<file path="config.mk">
export PLATFORM = sky130hd
export DESIGN_NAME = fetch_unit
export DESIGN_NICKNAME = d
export VERILOG_FILES = /design/src/rtl/fetch_unit.sv
export SDC_FILE = /design/constraint.sdc
export NUM_CORES = 1
export LEC_CHECK = 0
export CAP_MARGIN = 30
export CORE_ASPECT_RATIO = 0.75
export CORE_MARGIN = 3
export CORE_UTILIZATION = 40
export CTS_BUF_LIST = sky130_fd_sc_hd__clkbuf_8 sky130_fd_sc_hd__clkbuf_16
export CTS_CLUSTER_DIAMETER = 100
export DETAILED_ROUTE_END_ITERATION = 7
export DONT_BUFFER_PORTS = 1
export GPL_TIMING_DRIVEN = 0
export PLACE_DENSITY = 0.58
export SLEW_MARGIN = 20
export SYNTH_ARGS = -nofsm -noshare
export SYNTH_HDL_FRONTEND = slang
export SYNTH_SLANG_ARGS = --single-unit
</file>
<file path="constraint.sdc">
create_clock -name clock -period 2.13 [get_ports clock]
set_input_delay 0.426 -clock clock [delete_from_list [all_inputs] [get_ports clock]]
set_output_delay 0.426 -clock clock [all_outputs]
set_load 0.05 [all_outputs]
</file>
<file path="src/rtl/fetch_unit.sv">
// Instruction fetch sequencer: PC, memory req/ack fetch, IR load strobe, execute wait.
// Optional memory-wait timeout fault is compiled in with `define FETCH_TIMEOUT_EN.
module fetch_unit #(
  parameter int                    ADDR_WIDTH     = 16,
  parameter logic [ADDR_WIDTH-1:0] RESET_VECTOR   = '0,
  parameter int                    TIMEOUT_CYCLES = 15
) (
  input  logic                  clock,
  input  logic                  notReset,
  output logic [ADDR_WIDTH-1:0] memAddr,
  output logic                  memReq,
  input  logic                  memAck,
  input  logic [15:0]           memData,
  output logic [15:0]           irData,
  output logic                  irNotLoad,
  output logic                  instrValid,
  input  logic                  execDone,
  input  logic                  branchEn,
  input  logic [ADDR_WIDTH-1:0] branchAddr,
  input  logic                  halt,
  output logic                  halted,
  output logic                  fault,
  output logic [1:0]            state_dbg
);

  // Handshake: a fetch completes on a rising edge where memReq=1 and memAck=1;
  // an instruction retires on a rising edge where instrValid=1 and execDone=1.
  typedef enum logic [1:0] {
    S_FETCH  = 2'd0,
    S_LOAD   = 2'd1,
    S_EXEC   = 2'd2,
    S_HALTED = 2'd3
  } state_e;

  state_e                  state_q, state_d;
  logic [ADDR_WIDTH-1:0]   pc_q, pc_d;
  logic                    mem_req_q, mem_req_d;
  logic [15:0]             ir_data_q, ir_data_d;
  logic                    ir_not_load_q, ir_not_load_d;
  logic                    instr_valid_q, instr_valid_d;
  logic                    halted_q, halted_d;

`ifdef FETCH_TIMEOUT_EN
  localparam int CNT_W = $clog2(TIMEOUT_CYCLES + 1);
  localparam logic [CNT_W-1:0] CNT_LAST = CNT_W'(TIMEOUT_CYCLES - 1);
  logic [CNT_W-1:0]        wait_cnt_q, wait_cnt_d;
  logic                    fault_q, fault_d;
`endif

  always_comb begin
    state_d       = state_q;
    pc_d          = pc_q;
    mem_req_d     = mem_req_q;
    ir_data_d     = ir_data_q;
    ir_not_load_d = ir_not_load_q;
    instr_valid_d = instr_valid_q;
    halted_d      = halted_q;
`ifdef FETCH_TIMEOUT_EN
    wait_cnt_d    = wait_cnt_q;
    fault_d       = fault_q;
`endif
    case (state_q)
      S_FETCH: begin
        if (mem_req_q && memAck) begin
          ir_data_d     = memData;
          mem_req_d     = 1'b0;
          ir_not_load_d = 1'b0;
          state_d       = S_LOAD;
`ifdef FETCH_TIMEOUT_EN
        end else if (mem_req_q && (wait_cnt_q == CNT_LAST)) begin
          // Ack on the limit edge is taken by the branch above.
          mem_req_d = 1'b0;
          fault_d   = 1'b1;
          halted_d  = 1'b1;
          state_d   = S_HALTED;
        end else begin
          mem_req_d = 1'b1;
          if (mem_req_q) wait_cnt_d = wait_cnt_q + CNT_W'(1);
`else
        end else begin
          mem_req_d = 1'b1;
`endif
        end
      end
      S_LOAD: begin
        ir_not_load_d = 1'b1;
        instr_valid_d = 1'b1;
        pc_d          = pc_q + ADDR_WIDTH'(1);
        state_d       = S_EXEC;
      end
      S_EXEC: begin
        if (execDone) begin
          instr_valid_d = 1'b0;
          if (branchEn) pc_d = branchAddr;
          if (halt) begin
            halted_d = 1'b1;
            state_d  = S_HALTED;
          end else begin
            mem_req_d = 1'b1;
            state_d   = S_FETCH;
`ifdef FETCH_TIMEOUT_EN
            wait_cnt_d = '0;
`endif
          end
        end
      end
      default: begin
        mem_req_d     = 1'b0;
        ir_not_load_d = 1'b1;
        instr_valid_d = 1'b0;
      end
    endcase
  end

  always_ff @(posedge clock or negedge notReset) begin
    if (!notReset) begin
      state_q       <= S_FETCH;
      pc_q          <= RESET_VECTOR;
      mem_req_q     <= 1'b0;
      ir_data_q     <= 16'h0000;
      ir_not_load_q <= 1'b1;
      instr_valid_q <= 1'b0;
      halted_q      <= 1'b0;
`ifdef FETCH_TIMEOUT_EN
      wait_cnt_q    <= '0;
      fault_q       <= 1'b0;
`endif
    end else begin
      state_q       <= state_d;
      pc_q          <= pc_d;
      mem_req_q     <= mem_req_d;
      ir_data_q     <= ir_data_d;
      ir_not_load_q <= ir_not_load_d;
      instr_valid_q <= instr_valid_d;
      halted_q      <= halted_d;
`ifdef FETCH_TIMEOUT_EN
      wait_cnt_q    <= wait_cnt_d;
      fault_q       <= fault_d;
`endif
    end
  end

  assign memAddr    = pc_q;
  assign memReq     = mem_req_q;
  assign irData     = ir_data_q;
  assign irNotLoad  = ir_not_load_q;
  assign instrValid = instr_valid_q;
  assign halted     = halted_q;
  assign state_dbg  = state_q;
`ifdef FETCH_TIMEOUT_EN
  assign fault      = fault_q;
`else
  assign fault      = 1'b0;
`endif

endmodule

</file>
==> flow_summary.ini, run 1 <==
[placed_design]
pre_cts_slack_ps = -101
portBuffers = 0
detailed_place.area_um2 = 2100
dpl.hpwl_um = 3330
gp_congestion = 0.814

[final_layout]
nets = 223
diodes = 0
design_area_um2 = 2230
layout-drive-gt1-share = 0.249
syn_to_final_growth_pct = 9.87

[timing]
relSlewSlack = 0.544
tns_ps = 0
fmax_ghz = 0.490
finalSetupViolations = 0
finalCriticalPeriod_ps = 2040
final_max_slew_viol_count = 0
rsz0062_at_grt = false
setup_ws_ps = 88.6
clock_skew_ps = 9.75
timing.final.crit_share = 0.958
hold_viol = 0
worst_slew_pin_slew_ps = 684

[synthesis]
ys_async_sr_fraction = 1.00
synth.avg_cell_area_um2 = 11.9
synth.largest_area_cell = dfrtp_1
ys_warn_count = 0
synth_compound_area_frac = 0.0457
synth_top_family_by_area = multiplexers
ys_seq_area_frac = 0.469
yosys.area_share.simple = 0.132
ys_ff_latch = 38
synth_fa_ha_area_frac = 0.0308
ys_types = 31
synthesis.nets = 214
synth_most_common_cell = dfrtp_1
synth_edf_count = 0
synth-xor-area-share = 0.0648
ys_top_cells_by_area = dfrtp_1, mux2i_1, mux2_2
synth_ff_type = dfrtp_1
muxShareOfSynthArea = 0.228
synthesis.area_um2 = 2030
synth_top_area_share = 0.457
synth_common_cells = dfrtp_1, mux2i_1, mux2_2, nand2_1, xnor2_1
syn_inst = 171

[critical_path]
worstPathRequired_ps = 2300
path_cells = inv_1 > ha_1 > nand3_1 > buf_2 > mux2_2
critPathTopFamily = flip-flops
cp_num_buf_inv = 2
r2r_start = state_dbg[0]
crit_start = state_dbg[0]
critPathMaxFanout = 10
slowest_stage = dfrtp_2
critical_path_arrival_ps = 2210
cpPeakStageDelay_ps = 560
crit_path_start_kind = flop
critPathKind = reg -> reg
critPathCaptureType = flop

[clock_tree]
h-tree-depth = 2
clock-sinks = 38
cts_tree = built
path_clk_slew_ps = 80
cts_buffer_depth = 2
clock_latency_ps = 290
cts_buffers = 5
post_cts_buffers = 0
cts-root-buf = clkbuf_8

[drt]
routedWlPerCell_um = 18.5
ant_nets = 0
drt-initial-drc-count = 67
firstDrtPassIters = 4
drt-total-wl_um = 4400
route.detailed.drc = 0
vias_per_cell = 5.75
num_vias = 1368

[floorplan]
initial_utilization = 0.434
dieArea_um2 = 5970
core_area_um2 = 4680
die_h_um = 67.7
std_cell_rows = 21
die_width_um = 88.2
ios = 77

[min_path]
hold_class = in -> reg
min-delay-start = memData[6]

[global_route]
grt_pass1_wl_um = 6800
grt_max_degree = 39
antenna_found_initial = 0
grt.total_usage = 0.151
grt_pass1_vias = 1327
gr-total-overflow = 0

[run_status]
status = finished clean

[run]
drv_cap = 0
## cell type report
cell class              count  area, um^2
fillers                   431        2450
multi-input cells         122        1020
flip-flops and latches     38         955
clock buffers               6        82.6
well taps                  57        71.3
plain buffers               9        48.8
repair buffers              2        30.0
clock inverters             2        12.5
inverters                   2        7.51
## what timing repair did
item	4_1_cts	5_1_grt
hold buffers	2	0
endpoints found under the setup margin	20	5
endpoints found under the hold margin	38	0
resized for setup	2	2
## path summary, 6_finish.rpt
check / endpoint / slack, ps / cells after the start
max: irData[7] / 90 / 5
min reg2reg: irNotLoad / 640 / 2
min: irData[6] / 280 / 1
max in group asynchronous: irNotLoad / 1280 / 2
max reg2reg: irData[7] / 90 / 5
min in group asynchronous: memAddr[2] / 580 / 2
## cell usage in the layout, fill, tap and decap left out, types with 3 or more instances in the layout
cell type,n
a21oi_1,5
buf_2,5
clkbuf_8,6
dfrtp_1,35
ha_1,5
mux2_2,18
mux2i_1,26
nand2_1,9
nand3_1,6
nand4_1,5
nor2_1,6
nor3_1,3
nor4_2,3
o21ai_0,5
xnor2_1,8
xor2_1,7
## cell families after synthesis
family	count (synthesis)
xor+xnor	15
mux	44
compound gates	15
other cells	1
simple gates	42
buf+inv	11
flops	38
fa+ha+maj	5
## flip-flops by register name, indices dropped and copies added, names as in the netlist
register and flops:
memReq 1, irNotLoad 1, memAddr 16, irData 16, instrValid 1, state_dbg 2, halted 1
## metal layers
metal  routed length (um)  global-route usage  up-vias
met1                 1890               0.189      680
met4                   42              0.0528        0
met3                  350              0.0549        5
li1                     -                   -      628
met5                    0                   0        -
met2                 2120               0.243       55
## metrics by stage
step	std cells	hold slack [ps]	util
after floorplan	171	130	-
after global placement	228	131	0.449
after detailed placement	228	131	0.449
after CTS	238	271	0.476
after global routing	238	263	0.476
final	238	282	0.476
Power of run 1 is not shown: default switching activity piles up to over one toggle a cycle in this logic, so the estimate is an artifact.
==> run 2: changes to the inputs <==
--- a/config.mk
+++ b/config.mk
@@ -11,6 +11,7 @@
 export CORE_UTILIZATION = 40
 export CTS_BUF_LIST = sky130_fd_sc_hd__clkbuf_8 sky130_fd_sc_hd__clkbuf_16
 export CTS_CLUSTER_DIAMETER = 100
+export CTS_CLUSTER_SIZE = 25
 export DETAILED_ROUTE_END_ITERATION = 7
 export DONT_BUFFER_PORTS = 1
 export GPL_TIMING_DRIVEN = 0
==> results of run 2 <==
Final layout, timing and power as in run 1 (identical DEF).
Power of run 2 is left out for the same reason.
